==> src/rtl/apb4_cmd_master.sv <==
// APB4 master engine: buffered valid/ready commands become APB4 SETUP/ACCESS transfers, results return via a 2-entry FWFT FIFO.
// Optional ACCESS watchdog is enabled by defining APB4_CMD_MASTER_TIMEOUT_EN.
module apb4_cmd_master #(
  parameter int ADDR_W      = 32,
  parameter int DATA_W      = 32,
  parameter int CMD_DEPTH   = 4,
  parameter int TIMEOUT_CYC = 255
) (
  input  logic                pclk,
  input  logic                preset,
  input  logic                cmd_valid,
  output logic                cmd_ready,
  input  logic                cmd_write,
  input  logic [ADDR_W-1:0]   cmd_addr,
  input  logic [DATA_W-1:0]   cmd_wdata,
  input  logic [DATA_W/8-1:0] cmd_strb,
  input  logic [2:0]          cmd_prot,
  output logic                rsp_valid,
  input  logic                rsp_ready,
  output logic [DATA_W-1:0]   rsp_rdata,
  output logic                rsp_err,
  output logic                rsp_timeout,
  output logic                psel,
  output logic                penable,
  output logic                pwrite,
  output logic [ADDR_W-1:0]   paddr,
  output logic [DATA_W-1:0]   pwdata,
  output logic [DATA_W/8-1:0] pstrb,
  output logic [2:0]          pprot,
  input  logic                pready,
  input  logic [DATA_W-1:0]   prdata,
  input  logic                pslverr,
  output logic                busy
);

  localparam int SW    = DATA_W / 8;
  localparam int AW    = (CMD_DEPTH > 1) ? $clog2(CMD_DEPTH) : 1;
  localparam int CW    = AW + 1;
  localparam int CMD_W = 1 + ADDR_W + DATA_W + SW + 3;
  localparam logic [CW-1:0] CMD_FULL = CW'(CMD_DEPTH);

  typedef enum logic [1:0] {IDLE, SETUP, ACCESS} state_t;
  state_t state;

  // command FIFO
  logic [CMD_W-1:0]  cmd_mem [CMD_DEPTH];
  logic [AW-1:0]     cmd_wr_ptr, cmd_rd_ptr;
  logic [CW-1:0]     cmd_cnt;
  logic              init_done;
  logic              cmd_push, cmd_pop, cmd_empty;
  logic              hd_write;
  logic [ADDR_W-1:0] hd_addr;
  logic [DATA_W-1:0] hd_wdata;
  logic [SW-1:0]     hd_strb;
  logic [2:0]        hd_prot;

  // cmd_ready stays low until the first edge after reset release
  assign cmd_ready = init_done && (cmd_cnt != CMD_FULL);
  assign cmd_push  = cmd_valid && cmd_ready;
  assign cmd_empty = (cmd_cnt == '0);
  assign {hd_write, hd_addr, hd_wdata, hd_strb, hd_prot} = cmd_mem[cmd_rd_ptr];

  always_ff @(posedge pclk or posedge preset) begin
    if (preset) init_done <= 1'b0;
    else        init_done <= 1'b1;
  end

  always_ff @(posedge pclk) begin
    if (cmd_push) cmd_mem[cmd_wr_ptr] <= {cmd_write, cmd_addr, cmd_wdata, cmd_strb, cmd_prot};
  end

  always_ff @(posedge pclk or posedge preset) begin
    if (preset) begin
      cmd_wr_ptr <= '0;
      cmd_rd_ptr <= '0;
      cmd_cnt    <= '0;
    end else begin
      if (cmd_push) cmd_wr_ptr <= cmd_wr_ptr + 1'b1;
      if (cmd_pop)  cmd_rd_ptr <= cmd_rd_ptr + 1'b1;
      cmd_cnt <= cmd_cnt + CW'(cmd_push) - CW'(cmd_pop);
    end
  end

  // response FIFO (2 entries, first-word fall-through)
  logic [DATA_W-1:0] rsp_data_mem [2];
  logic              rsp_err_mem  [2];
  logic              rsp_to_mem   [2];
  logic              rsp_wr_ptr, rsp_rd_ptr;
  logic [1:0]        rsp_cnt, rsp_cnt_next;
  logic              rsp_push, rsp_pop;
  logic              done, abort, credit, launch;
  logic [DATA_W-1:0] rsp_data_in;

  assign rsp_valid    = (rsp_cnt != 2'd0);
  assign rsp_pop      = rsp_valid && rsp_ready;
  assign rsp_cnt_next = rsp_cnt + 2'(rsp_push) - 2'(rsp_pop);
  assign rsp_rdata    = rsp_valid ? rsp_data_mem[rsp_rd_ptr] : '0;
  assign rsp_err      = rsp_valid && rsp_err_mem[rsp_rd_ptr];

`ifdef APB4_CMD_MASTER_TIMEOUT_EN
  logic [15:0] wait_cnt;

  assign abort       = (state == ACCESS) && !pready && (wait_cnt == 16'(TIMEOUT_CYC));
  assign rsp_timeout = rsp_valid && rsp_to_mem[rsp_rd_ptr];

  always_ff @(posedge pclk or posedge preset) begin
    if (preset)                                      wait_cnt <= '0;
    else if (state == SETUP)                         wait_cnt <= '0;
    else if (state == ACCESS && !pready && !abort)   wait_cnt <= wait_cnt + 16'd1;
  end
`else
  logic unused_to;

  assign abort       = 1'b0;
  assign rsp_timeout = 1'b0;
  assign unused_to   = rsp_to_mem[rsp_rd_ptr];
`endif

  assign done        = (state == ACCESS) && pready;
  assign rsp_push    = done || abort;
  assign rsp_data_in = (done && !pwrite) ? prdata : '0;
  // a launch reserves the response slot its own completion will need
  assign credit      = (rsp_cnt_next < 2'd2);
  assign launch      = !cmd_empty && credit && ((state == IDLE) || done);
  assign cmd_pop     = launch;

  always_ff @(posedge pclk) begin
    if (rsp_push) begin
      rsp_data_mem[rsp_wr_ptr] <= rsp_data_in;
      rsp_err_mem[rsp_wr_ptr]  <= abort || pslverr;
      rsp_to_mem[rsp_wr_ptr]   <= abort;
    end
  end

  always_ff @(posedge pclk or posedge preset) begin
    if (preset) begin
      rsp_wr_ptr <= 1'b0;
      rsp_rd_ptr <= 1'b0;
      rsp_cnt    <= 2'd0;
    end else begin
      if (rsp_push) rsp_wr_ptr <= ~rsp_wr_ptr;
      if (rsp_pop)  rsp_rd_ptr <= ~rsp_rd_ptr;
      rsp_cnt <= rsp_cnt_next;
    end
  end

  // transfer FSM with registered APB outputs
  always_ff @(posedge pclk or posedge preset) begin
    if (preset) begin
      state   <= IDLE;
      psel    <= 1'b0;
      penable <= 1'b0;
      pwrite  <= 1'b0;
      paddr   <= '0;
      pwdata  <= '0;
      pstrb   <= '0;
      pprot   <= '0;
    end else begin
      unique case (state)
        IDLE, ACCESS: begin
          if (launch) begin
            state   <= SETUP;
            psel    <= 1'b1;
            penable <= 1'b0;
            pwrite  <= hd_write;
            paddr   <= hd_addr;
            pwdata  <= hd_write ? hd_wdata : '0;
            pstrb   <= hd_write ? hd_strb : '0;
            pprot   <= hd_prot;
          end else if (state == ACCESS && rsp_push) begin
            state   <= IDLE;
            psel    <= 1'b0;
            penable <= 1'b0;
            pstrb   <= '0;
          end
        end
        SETUP: begin
          state   <= ACCESS;
          penable <= 1'b1;
        end
        default: state <= IDLE;
      endcase
    end
  end

  assign busy = !cmd_empty || (state != IDLE) || rsp_valid;

endmodule

==> config.mk <==
export PLATFORM = sky130hd
export DESIGN_NAME = apb4_cmd_master
export DESIGN_NICKNAME = d
export VERILOG_FILES = /design/src/rtl/apb4_cmd_master.sv
export SDC_FILE = /design/constraint.sdc
export NUM_CORES = 1
export LEC_CHECK = 0
export ABC_AREA = 1
export BUFFER_PORTS_ARGS = -buffer_cell sky130_fd_sc_hd__buf_2
export CORE_ASPECT_RATIO = 0.8
export CORE_MARGIN = 5
export CORE_UTILIZATION = 30
export CTS_BUF_LIST = sky130_fd_sc_hd__clkbuf_8
export DETAILED_ROUTE_END_ITERATION = 8
export PLACE_DENSITY = 0.58
export SYNTH_ARGS = -nofsm -noshare
export SYNTH_HDL_FRONTEND = slang
export SYNTH_SLANG_ARGS = --single-unit
==> constraint.sdc <==
create_clock -name pclk -period 5 [get_ports pclk]
set_input_delay 0.5 -clock pclk [delete_from_list [all_inputs] [get_ports pclk]]
set_output_delay 0.5 -clock pclk [all_outputs]
set_load 0.1 [all_outputs]
* Word-level counts from Yosys, hierarchy flattened
Memory sizes are Yosys's and may differ from the RTL's.
Cells that the tools add are included.
** Cells by class
- $add $sub $neg :: 6
- $mul :: 0
- Div/mod/pow operators :: 0
- Order comparisons :: 1
- Equality and inequality tests :: 4
- Shift-type cells :: 0
- Multiplexer cells :: 17
- Bitwise logic cells :: 2
- Reduce and logical (&&, ||, !) cells :: 24
** Operators by type and width (number)
- $mux W32 :: 3
- $mux W4 :: 3
- $logic_and A1 B1 Y1 :: 9
- $reduce_bool A2 Y1 :: 4
- $mux W1 :: 7
- $ne A3 B3 Y1 const B :: 2
- $reduce_and A2 Y1 :: 3
- $add A2 B1 Y2 const B :: 2
- $mux W2 :: 2
- $pmux W2 S2 :: 1
- $add A3 B1 Y3 :: 1
- $logic_not A3 Y1 :: 1
- $logic_or A1 B1 Y1 :: 3
- $sub A3 B1 Y3 :: 1
- $add A2 B1 Y2 :: 1
- $eq A2 B1 Y1 const B :: 1
- $eq A2 B2 Y1 const B :: 1
- $logic_not A1 Y1 :: 2
- $logic_not A2 Y1 :: 1
- $lt A2 B2 Y1 const B :: 1
- $not A1 Y1 :: 2
- $pmux W1 S2 :: 1
- $reduce_or A2 Y1 :: 1
- $sub A2 B1 Y2 :: 1
** Storage, ports and cells
- Flip-flop bits (word level) :: 88
- Latch bits :: 0
- Memory bits (writable) :: 354
- Bits in read-only memories :: 0
- Input bits :: 110
- Output and inout port bits :: 111
- Word-level logic and storage cells :: 72
- Memories :: 3
** Memory list
- cmd_mem :: words 4, width 72, read ports 1, clocked after memory_dff 0, write ports 1, RTL line 46 : logic [CMD_W-1:0] cmd_mem [CMD_DEPTH];
- rsp_data_mem :: words 2, width 32, read ports 1, clocked after memory_dff 0, write ports 1, RTL line 85 : logic [DATA_W-1:0] rsp_data_mem [2];
- rsp_err_mem :: words 2, width 1, read ports 1, clocked after memory_dff 0, write ports 1, RTL line 86 : logic rsp_err_mem [2];

* Depth between registers and ports, before layout
Gate-level depths: netlist of run 1.
- Word-level depth :: 9
- Mapped depth :: 17
- Gate-level depth less buffers :: 16

* Worst setup path after synthesis of run 1
OpenSTA, ideal clock, no wires.
- Path kind :: reg-to-reg
- Start :: register cmd_cnt[1]
- End :: memory cmd_mem[0][0] (netlist bit), enable pin
- Setup time :: 0.502 ns
- Arrival :: 6.509 ns
- Data required time :: 4.498 ns
- Slack :: -2.011 ns
- Stages on the path, launching flop included :: 5
- Path buffers :: 0
- Clock period less this slack :: 7.011 ns
- Path through :: dfrtp_1 nor2_1 a21boi_0 nand2_1 nor2_1
** On the way
- Word-level cells in the longest chain between the ends :: 5
** Ends and longest elaborated chain
- start, declared :: RTL line 48 : logic [CW-1:0] cmd_cnt;
- start signal, assigned :: RTL line 80 : cmd_cnt <= cmd_cnt + CW'(cmd_push) - CW'(cmd_pop);
- $ne A3 B3 Y1 :: RTL line 58 : assign cmd_ready = init_done && (cmd_cnt != CMD_FULL);
- $logic_and A1 B1 Y1 :: RTL line 58
- net cmd_ready :: RTL line 12 : output logic cmd_ready,
- $logic_and A1 B1 Y1 :: RTL line 59 : assign cmd_push = cmd_valid && cmd_ready;
- $mux W1 :: RTL line 69 : if (cmd_push) cmd_mem[cmd_wr_ptr] <= {cmd_write, cmd_addr, cmd_wdata, cmd_strb, cmd_prot};
- $mux W1 (implied by the code) :: RTL line 69
- end, declared :: RTL line 46
The timed path passes the listed nets, and every way through them passes these cells.

* Final worst setup path of run 1
- Start :: register rsp_cnt[1]
- End :: register paddr[2]
** On the way
- Word-level cells in the longest chain between the ends :: 7
- Elaborated cells on any way between the ends :: 8
- Classes of those cells :: add/sub: 2; order compare: 1; reduce/logical: 5
** Ends and longest elaborated chain
- start, declared :: RTL line 89 : logic [1:0] rsp_cnt, rsp_cnt_next;
- start signal, assigned :: RTL line 143 : rsp_cnt <= rsp_cnt_next;
- $reduce_bool A2 Y1 :: RTL line 94 : assign rsp_valid = (rsp_cnt != 2'd0);
- $logic_and A1 B1 Y1 :: RTL line 95 : assign rsp_pop = rsp_valid && rsp_ready;
- net rsp_pop :: RTL line 90 : logic rsp_push, rsp_pop;
- $sub A2 B1 Y2 :: RTL line 96 : assign rsp_cnt_next = rsp_cnt + 2'(rsp_push) - 2'(rsp_pop);
- $lt A2 B2 Y1 :: RTL line 123 : assign credit = (rsp_cnt_next < 2'd2);
- $logic_and A1 B1 Y1 (2 in a row) :: RTL line 124 : assign launch = !cmd_empty && credit && ((state == IDLE) || done);
- $reduce_and A2 Y1 (no source line)
- end signal, assigned :: RTL line 166 : paddr <= hd_addr;
- end, declared :: RTL line 26 : output logic [ADDR_W-1:0] paddr,
The timed path passes the listed nets, and every way through them passes these cells.
A chain may end at the register's enable or synchronous reset.

==> results of run 1 <==
==> cells in the final DEF (no fill, tap or decap), types with 9 or more instances in the layout <==
cell           instances
nand2_1              457
edfxtp_1             354
inv_1                230
buf_2                219
clkbuf_8              86
dfrtp_1               86
nor2_1                83
nand3_1               80
dlygate4sd3_1         68
o21ai_0               65
o21ai_1               40
o22ai_1               35
a21oi_1               34
nor2_2                31
buf_4                 11
clkinv_1               9
==> per-layer routing <==
| layer | vias to the layer above | track usage [%] | part of all wire, % |
|---|---|---|---|
| met5 | - | 0 | 0.15 |
| met4 | 10 | 4.05 | 2.0 |
| met3 | 86 | 4.20 | 6.3 |
| met2 | 294 | 21.4 | 46 |
| met1 | 5803 | 18.5 | 46 |
| li1 | 5798 | - | - |
==> state kept, by name, indices dropped and copies added (netlist names), 2 cells and up <==
name and count:
pstrb 4, cmd_mem 288, rsp_data_mem 64, cmd_cnt 3, cmd_wr_ptr 2, state 2
paddr 32, rsp_err_mem 2, cmd_rd_ptr 2, pprot 3, pwdata 32, rsp_cnt 2
==> how the worst max path moves through the flow <==
stage                    startpoint                        end  slack (ns)  depth (start not counted)
6_report       rsp_cnt[1]$_DFF_PP0_       paddr[2]$_DFFE_PP0P_        1.57                         15
5_1_grt        rsp_cnt[1]$_DFF_PP0_  cmd_rd_ptr[0]$_DFFE_PP0P_        1.25                         15
4_1_cts        rsp_cnt[1]$_DFF_PP0_       paddr[9]$_DFFE_PP0P_        1.56                         15
3_5_place_dp   rsp_cnt[1]$_DFF_PP0_      paddr[21]$_DFFE_PP0P_        1.59                         15
3_3_place_gp   rsp_cnt[1]$_DFF_PP0_  cmd_rd_ptr[0]$_DFFE_PP0P_        1.60                         15
2_1_floorplan  cmd_cnt[2]$_DFF_PP0_    cmd_mem[0][0]$_DFFE_PP_        0.05                          3
==> repair_timing <==
item                                   CTS  global route
buffers inserted                         0             0
hold buffers                            68             0
endpoints found under the hold margin  310             0
resized for setup                        0             0
==> through the flow <==
| stage | cell area (um^2) | instances | hold slack (ns) | util [%] |
|---|---|---|---|---|
| floorplan | 17800 | 1582 | 0.479 | - |
| global placement | 19700 | 2506 | 0.460 | 33.6 |
| detailed placement | 19700 | 2506 | 0.459 | 33.6 |
| CTS | 21900 | 2717 | 0.00270 | 37.4 |
| global route | 21900 | 2719 | 0.0140 | 37.5 |
| finish | 21900 | 2719 | 0.101 | 37.5 |
==> area by class of cell <==
type,count,area share [%]
timing repair buffer,302,8.85
antenna,2,0.0228
multi-input combinational,852,17.4
clock inverter,57,1.79
clock buffer,86,5.40
tap,769,4.39
sequential,442,58.6
inverter,209,3.60
==> logic make-up (layout without fill, tap and decap cells) <==
kind of cell	Yosys count	after routing
other cells	2	4
compound gates	175	175
xor+xnor	5	5
fa+ha+maj	9	9
simple gates	661	661
buf+inv	288	654
flops	442	442
==> worst max-delay path, delay by kind of cell (launching register included) <==
family / cells / cell delay, ns
fa+ha+maj: 2 / 0.50
buf+inv: 4 / 1.02
flops: 1 / 0.42
simple gates: 9 / 1.35
==> flow_metrics.env, run 1 <==
export IMPL_cp_max_fo=80
export IMPL_wl_mm=44.8
export IMPL_cts_tree="built"
export IMPL_synth_yosys_seq_area_share_pct=72.0
export IMPL_antenna_left=0
export IMPL_synth_top_area_cell="edfxtp_1"
export IMPL_rsz0062_at_grt="no"
export IMPL_viasPerCell=4.41
export IMPL_drc=0
export IMPL_period_share_pct=68.6
export IMPL_synth_area_leaders="edfxtp_1, dfrtp_1, nand2_1"
export IMPL_cp_common_cell="nand2_1"
export IMPL_cp_slowest_cell="nand2_4"
export IMPL_syn_cell_area_um2=17800
export IMPL_insertion_delay_ns=0.64
export IMPL_synth_compound_area_share_pct=5.18
export IMPL_grt_pass1_vias=11950
export IMPL_clkTransAtPathRegs_ns=0.06
export IMPL_yosysTopAreaCellShare_pct=59.7
export IMPL_syn_nets=1701
export IMPL_synth_simple_area_share_pct=15.0
export IMPL_die_h_um=228
export IMPL_skew_ns=0.0359
export IMPL_areaGrowthSynthToFinish_pct=23.1
export IMPL_synthAdderAreaFrac_pct=0.674
export IMPL_grt_max_degree=81
export IMPL_status="completed"
export IMPL_hold_start="cmd_addr[10]"
export IMPL_synthMuxAreaShare_pct=0
export IMPL_clock_sinks=442
export IMPL_overflow=0
export IMPL_worstReg2RegStart="rsp_cnt[1]$_DFF_PP0_"
export IMPL_ys_flop_type="edfxtp_1"
export IMPL_worstHoldEndpoint="cmd_mem[2][49]$_DFFE_PP_"
export IMPL_rows=79
export IMPL_hp_class="primary input to flip-flop"
export IMPL_grt_pass1_wl_mm=68.8
export IMPL_ys_ff_latch=442
export IMPL_synth_xor_area_share_pct=0.246
export IMPL_routabilityCongestion=0.760
export IMPL_fmax_mhz=292
export IMPL_finalSetupTns_ns=0
export IMPL_hold_viol=0
export IMPL_r2r_end="paddr[2]$_DFFE_PP0P_"
export IMPL_crit_type="flip-flop to flip-flop"
export IMPL_cap_violations=0
export IMPL_multi_input_area_um2=3810
export IMPL_grt_total_usage_pct=13.7
export IMPL_drive_above_1_share_pct=20.0
export IMPL_yosys_warnings=0
export IMPL_final_setup_viol_count=0
export IMPL_die_w_um=282
export IMPL_synthCells=1582
export IMPL_nFillCells=5740
export IMPL_holdPathStages=1
export IMPL_die_area_um2=64400
export IMPL_reg2reg_depth=15
export IMPL_cts_buffers=77
export IMPL_ys_types=27
export IMPL_drt_iter0_markers=715
export IMPL_dr_total_vias=11991
export IMPL_r2r_slack_ns=1.57
export IMPL_crit_arrival_ns=4.00
export IMPL_seq_area_um2=12800
export IMPL_required_ns=5.58
export IMPL_slew_violations=0
export IMPL_finalNetCount=2003
export IMPL_start_util_pct=30.4
export IMPL_critPathMaxStageDelay_ns=0.65
export IMPL_cp_cell_sequence="nor2_2 > buf_4 > nor2_1 > ha_1 > inv_1 > ha_1 > inv_1 > nand2_1 > nand2_1 > nand2_1 > nand2_1 > nand2_4 > buf_4 > nand2_1 > nand2_1"
export IMPL_relSlewSlack_pct=25.8
export IMPL_dp_slack_ns=1.59
export IMPL_cts_buffer_depth=3
export IMPL_post_dp_hpwl_mm=25.0
export IMPL_detailedRoute_firstPassIterationCount=5
export IMPL_wl_per_cell_um=16.5
export IMPL_avgSynthCellArea_um2=11.3
export IMPL_worst_pin_slew_ns=1.11
export IMPL_htreeDepth=3
export IMPL_startpoint_type="flip-flop"
export IMPL_ios=221
export IMPL_synthArstFlopShare_pct=19.9
export IMPL_synth_edf_count=354
export IMPL_io_buffer_count=219
export IMPL_synth_common_cells="nand2_1, edfxtp_1, inv_1, nor2_1, dfrtp_1"
export IMPL_antenna_found_initial=7
export IMPL_min_period_ns=3.43
export IMPL_worst_slack_ns=1.57
export IMPL_coreArea_um2=58500
export IMPL_synth_top_family_by_area="simple AND/OR/NAND/NOR gates"
export IMPL_cts_root_buf="clkbuf_8"
export IMPL_endpoint_kind="flip-flop"
export IMPL_synth_most_common_cell="nand2_1"
Power of run 1 is not shown: default switching activity piles up to over one toggle a cycle in this logic, so the estimate is an artifact.
==> run 2: changes to the inputs <==
- PLACE_DENSITY: 0.58 -> 0.59
- clock period: 5 -> 2.9 ns (I/O delays scaled with it)
==> run 2 against run 1 <==
- setup slack worse by 1.4 ns
- first-iteration DRC count down 11%
- core utilization up 1.0 points
- fmax increased by 27%
- clock skew fell by 0.0026 ns
- critical path depth rose by 1
- critical path type unchanged
- largest cell class unchanged
- global-route usage grew 0.10 points
- highest routed layer unchanged
==> flow_metrics.env, run 2 (same netlist as run 1, synthesis figures left out) <==
export IMPL_r2r_slack_ns=0.21
export IMPL_grt_total_usage_pct=13.8
export IMPL_mostFrequentLayoutCells="nand2_1, edfxtp_1, inv_1, buf_2, dlygate4sd3_1"
export IMPL_crit_arrival_ns=3.18
export IMPL_fmax_mhz=371
export IMPL_cp_max_fo=3
export IMPL_required_ns=3.39
export IMPL_critPathTopFamily="adder cells"
export IMPL_largest_reg_flops=288
export IMPL_finalSetupTns_ns=0
export IMPL_coreArea_um2=58500
export IMPL_cp_common_cell="ha_1"
export IMPL_rows=79
export IMPL_drt_iter0_markers=634
export IMPL_power_density_nw_per_um2=1170
export IMPL_dr_total_vias=12083
export IMPL_critPathMaxStageDelay_ns=0.40
export IMPL_cts_buffers=75
export IMPL_finalNetCount=2056
export IMPL_endpoint_kind="flip-flop"
export IMPL_hold_viol=0
export IMPL_critPathLaunch="state[0]$_DFFE_PP0P_"
export IMPL_dp_slack_ns=0.199
export IMPL_min_period_ns=2.69
export IMPL_antenna_found_initial=6
export IMPL_period_share_pct=92.9
export IMPL_io_buffer_count=219
export IMPL_max_vdd_ir_drop_mv=0.908
export IMPL_r2r_end="cmd_cnt[2]$_DFF_PP0_"
export IMPL_cap_violations=0
export IMPL_reg2reg_depth=16
export IMPL_hp_class="primary input to flip-flop"
export IMPL_clock_sinks=442
export IMPL_status="completed"
export IMPL_antenna_left=0
export IMPL_die_area_um2=64400
export IMPL_die_h_um=228
export IMPL_timing_critical_path_buf_inv=5
export IMPL_top_regs="cmd_mem x288, rsp_data_mem x64"
export IMPL_grt_pass1_vias=12166
export IMPL_slew_violations=0
export IMPL_cp_cell_sequence="inv_2 > nand2_2 > nor2_2 > inv_2 > ha_1 > inv_1 > ha_1 > inv_1 > nand2_1 > nand2_1 > nor2_4 > ha_1 > inv_1 > ha_1 > fa_1 > xor2_1"
export IMPL_start_util_pct=30.4
export IMPL_grt_max_degree=87
export IMPL_relSlewSlack_pct=45.0
export IMPL_endpoint="cmd_cnt[2]$_DFF_PP0_"
export IMPL_insertion_delay_ns=0.63
export IMPL_skew_ns=0.0333
export IMPL_wl_per_cell_um=16.3
export IMPL_post_dp_hpwl_mm=26.3
export IMPL_wl_mm=45.3
export IMPL_largest_register="cmd_mem"
export IMPL_worstReg2RegStart="state[0]$_DFFE_PP0P_"
export IMPL_areaGrowthSynthToFinish_pct=26.4
export IMPL_detailedRoute_firstPassIterationCount=4
export IMPL_die_w_um=282
export IMPL_power_leakage_uw=0.00973
export IMPL_cts_root_buf="clkbuf_8"
export IMPL_ios=221
export IMPL_cts_buffer_depth=3
export IMPL_crit_type="flip-flop to flip-flop"
export IMPL_drive_above_1_share_pct=20.2
export IMPL_cts_tree="built"
export IMPL_startpoint_type="flip-flop"
export IMPL_grt_pass1_wl_mm=69.2
export IMPL_viasPerCell=4.36
export IMPL_cp_depth=16
export IMPL_final_setup_viol_count=0
export IMPL_overflow=0
export IMPL_htreeDepth=3
export IMPL_worst_slack_ns=0.207
export IMPL_drc=0
export IMPL_clkTransAtPathRegs_ns=0.06
export IMPL_post_cts_setup_buffers=0
export IMPL_rsz0062_at_grt="no"
export IMPL_final_common_cell="nand2_1"
export IMPL_worst_pin_slew_ns=0.825
export IMPL_routabilityCongestion=0.757
export IMPL_cp_slowest_cell="fa_1"
run 2: report_power, final:
part           total, uW  internal [uW]  switching, uW
Clock               5470           2960           2510
Sequential          8560           8040            520
Combinational      12400           2510           9880
Total              26400          13500          12900
run 2: how the worst min path moves through the flow:
stage | from | end | cells after the start
3_3_place_gp | paddr[10]$_DFFE_PP0P_ | paddr[10]$_DFFE_PP0P_ | 2
6_report | cmd_valid | cmd_wr_ptr[1]$_DFFE_PP0P_ | 3
2_1_floorplan | cmd_prot[0] | cmd_mem[0][0]$_DFFE_PP_ | 0
3_5_place_dp | paddr[7]$_DFFE_PP0P_ | paddr[7]$_DFFE_PP0P_ | 2
5_1_grt | cmd_valid | cmd_wr_ptr[0]$_DFFE_PP0P_ | 3
4_1_cts | cmd_valid | cmd_wr_ptr[1]$_DFFE_PP0P_ | 3
run 2: cell type report:
type / count / area, um^2
diodes: 4 / 10.0
clock buffers: 81 / 1110
clock inverters: 55 / 359
fillers: 5701 / 36000
inverters: 209 / 791
multi-input cells: 852 / 3830
flip-flops and latches: 442 / 12800
well taps: 769 / 962
repair buffers: 357 / 2610
run 2: per-stage QoR:
stage          std cells  util [%]  cell area (um^2)  power, uW  hold slack (ns)
2_1_floorplan       1582         -             17900      18100            0.389
3_3_place_gp        2521      34.0             19900      20900            0.457
3_5_place_dp        2521      34.0             19900      21100            0.462
4_1_cts             2765      38.4             22500      26800        0.0000616
5_1_grt             2768      38.5             22500      28000           0.0409
6_report            2769      38.5             22500      26400           0.0859
run 2: metal layers:
metal / up-vias / routed length, um / global-route usage [%]
li1: 5909 / - / -
met1: 5774 / 20000 / 17.8
met2: 326 / 21400 / 22.8
met3: 70 / 2920 / 3.76
met4: 4 / 881 / 4.03
met5: - / 25 / 0
run 2: tightest hold or removal path, cell delays in order:
cell and delay [ns]:
buf_2 0.11, nand2_4 0.17, a21oi_1 0.09
run 2: repair_timing:
action                     in CTS  in global routing
hold endpoints to repair      403                  0
hold buffers                  108                  0
resized for setup               5                  7
setup endpoints to repair       5                 30
pin swaps                       0                  0
Power figures use the tool's default switching activity.
==> run 3: changes to the inputs <==
- RECOVER_POWER: unset -> 100
==> run 3 against run 2 <==
- via count decreased by 0.33%
- clock skew fell by 0.0012 ns
- combinational power barely moved
- routed wire length about the same
- highest routed layer unchanged
- non-clock buffer count unchanged
- cell count did not move
- fmax decreased by 0.92%
- largest cell class unchanged
==> flow_metrics.env, run 3 (same netlist as run 1, synthesis figures left out) <==
export IMPL_required_ns=3.39
export IMPL_cts_root_buf="clkbuf_8"
export IMPL_p_int_uw=13500
export IMPL_startpoint_type="flip-flop"
export IMPL_htreeDepth=3
export IMPL_finalNetCount=2056
export IMPL_max_vdd_ir_drop_mv=0.901
export IMPL_post_dp_hpwl_mm=26.3
export IMPL_cts_buffers=75
export IMPL_switchingPower_uw=12900
export IMPL_insertion_delay_ns=0.63
export IMPL_period_share_pct=93.7
export IMPL_drc=0
export IMPL_wl_mm=45.3
export IMPL_seq_area_um2=12800
export IMPL_drt_iter0_markers=624
export IMPL_swShare_pct=48.9
export IMPL_die_h_um=228
export IMPL_worst_pin_slew_ns=1.34
export IMPL_rsz0062_at_grt="no"
export IMPL_power_leakage_uw=0.00951
export IMPL_grt_pass1_vias=12166
export IMPL_final_common_cell="nand2_1"
export IMPL_relSlewSlack_pct=10.8
export IMPL_nFillCells=5751
export IMPL_hp_class="primary input to flip-flop"
export IMPL_coreArea_um2=58500
export IMPL_hold_start="cmd_valid"
export IMPL_areaGrowthSynthToFinish_pct=25.7
export IMPL_antenna_left=0
export IMPL_ios=221
export IMPL_antenna_found_initial=6
export IMPL_p_seq_share_pct=32.4
export IMPL_reg2reg_depth=16
export IMPL_dr_total_vias=12043
export IMPL_worstReg2RegStart="state[0]$_DFFE_PP0P_"
export IMPL_largest_register="cmd_mem"
export IMPL_worstHoldEndpoint="cmd_wr_ptr[1]$_DFFE_PP0P_"
export IMPL_routabilityCongestion=0.757
export IMPL_hold_viol=0
export IMPL_clkTransAtPathRegs_ns=0.06
export IMPL_r2r_end="cmd_cnt[2]$_DFF_PP0_"
export IMPL_overflow=0
export IMPL_holdPathStages=4
export IMPL_slew_violations=0
export IMPL_cp_max_fo=3
export IMPL_power_density_nw_per_um2=1180
export IMPL_detailedRoute_firstPassIterationCount=5
export IMPL_crit_arrival_ns=3.21
export IMPL_io_buffer_count=219
export IMPL_comb_power_share_pct=46.9
export IMPL_endpoint_kind="flip-flop"
export IMPL_clock_power_share_pct=20.7
export IMPL_cts_tree="built"
export IMPL_r2r_slack_ns=0.18
export IMPL_wl_per_cell_um=16.3
export IMPL_finalPower_uw=26400
export IMPL_multi_input_area_um2=3820
export IMPL_clock_sinks=442
export IMPL_cap_violations=0
export IMPL_drive_above_1_share_pct=16.4
export IMPL_fmax_mhz=368
export IMPL_status="completed"
export IMPL_die_area_um2=64400
export IMPL_rows=79
export IMPL_viasPerCell=4.35
export IMPL_min_period_ns=2.72
export IMPL_post_cts_setup_buffers=0
export IMPL_cts_buffer_depth=3
export IMPL_die_w_um=282
export IMPL_final_setup_viol_count=0
export IMPL_utilization_pct=38.3
export IMPL_crit_type="flip-flop to flip-flop"
export IMPL_start_util_pct=30.4
export IMPL_finalSetupTns_ns=0
export IMPL_grt_pass1_wl_mm=69.2
export IMPL_grt_max_degree=87
export IMPL_mostFrequentLayoutCells="nand2_1, edfxtp_1, inv_1, buf_2, dlygate4sd3_1"
export IMPL_largest_reg_flops=288
export IMPL_grt_total_usage_pct=13.8
export IMPL_top_regs="cmd_mem x288, rsp_data_mem x64"
export IMPL_skew_ns=0.0321
run 3: metrics by stage:
stage,setup slack (ns),hold slack [ns],instance area (um^2),std cells
after floorplan,0.0259,0.389,17900,1582
after global placement,0.259,0.457,19900,2521
after detailed placement,0.199,0.462,19900,2521
after CTS,0.00303,0.0000616,22500,2765
after global routing,0.0314,0.359,22400,2768
final,0.182,0.370,22400,2769
run 3: how the worst max path moves through the flow:
stage | endpoint | depth (start not counted) | from
6_report | cmd_cnt[2]$_DFF_PP0_ | 16 | state[0]$_DFFE_PP0P_
5_1_grt | cmd_cnt[2]$_DFF_PP0_ | 16 | state[0]$_DFFE_PP0P_
4_1_cts | rsp_rdata[2] | 5 | rsp_rd_ptr$_DFFE_PP0P_
3_5_place_dp | cmd_cnt[2]$_DFF_PP0_ | 16 | state[0]$_DFFE_PP0P_
3_3_place_gp | cmd_cnt[2]$_DFF_PP0_ | 16 | state[0]$_DFFE_PP0P_
2_1_floorplan | cmd_mem[0][0]$_DFFE_PP_ | 4 | cmd_cnt[1]$_DFF_PP0_
run 3: final cells by class:
type,count,area share (%)
timing repair buffer,357,11.2
sequential,442,57.3
antenna,4,0.0447
multi-input combinational,852,17.1
clock inverter,55,1.60
clock buffer,81,4.98
inverter,209,3.52
tap,769,4.30
run 3: power by group through the flow:
stage                     combinational, uW  sequential, uW  clock [uW]
after CTS                             12500            8580        5710
after global routing                  13300            8680        5990
after global placement                12200            8660           0
final                                 12400            8560        5470
after detailed placement              12400            8690           0
after floorplan                        6490           11700           0
run 3: metal layers:
metal  GRT usage (%)  part of all wire, %
met1            17.8                   44
met5               0                0.055
met4            4.03                  1.9
met3            3.76                  6.6
met2            22.8                   47
run 3: worst max-delay path: stages, from the launching register on:
cell     delay (ns)
dfrtp_1        0.38
inv_1          0.10
nand2_2        0.07
nor2_2         0.13
inv_2          0.05
ha_1           0.26
inv_1          0.04
ha_1           0.20
inv_1          0.09
nand2_1        0.06
nand2_1        0.14
nor2_4         0.04
ha_1           0.26
inv_1          0.04
ha_1           0.18
fa_1           0.40
xor2_1         0.16
run 3: what timing repair did:
item,4_1_cts,5_1_grt
endpoints found under the setup margin,5,30
hold buffers,108,0
cloned,0,0
resized for setup,5,7
endpoints found under the hold margin,403,0
pin swaps,0,0
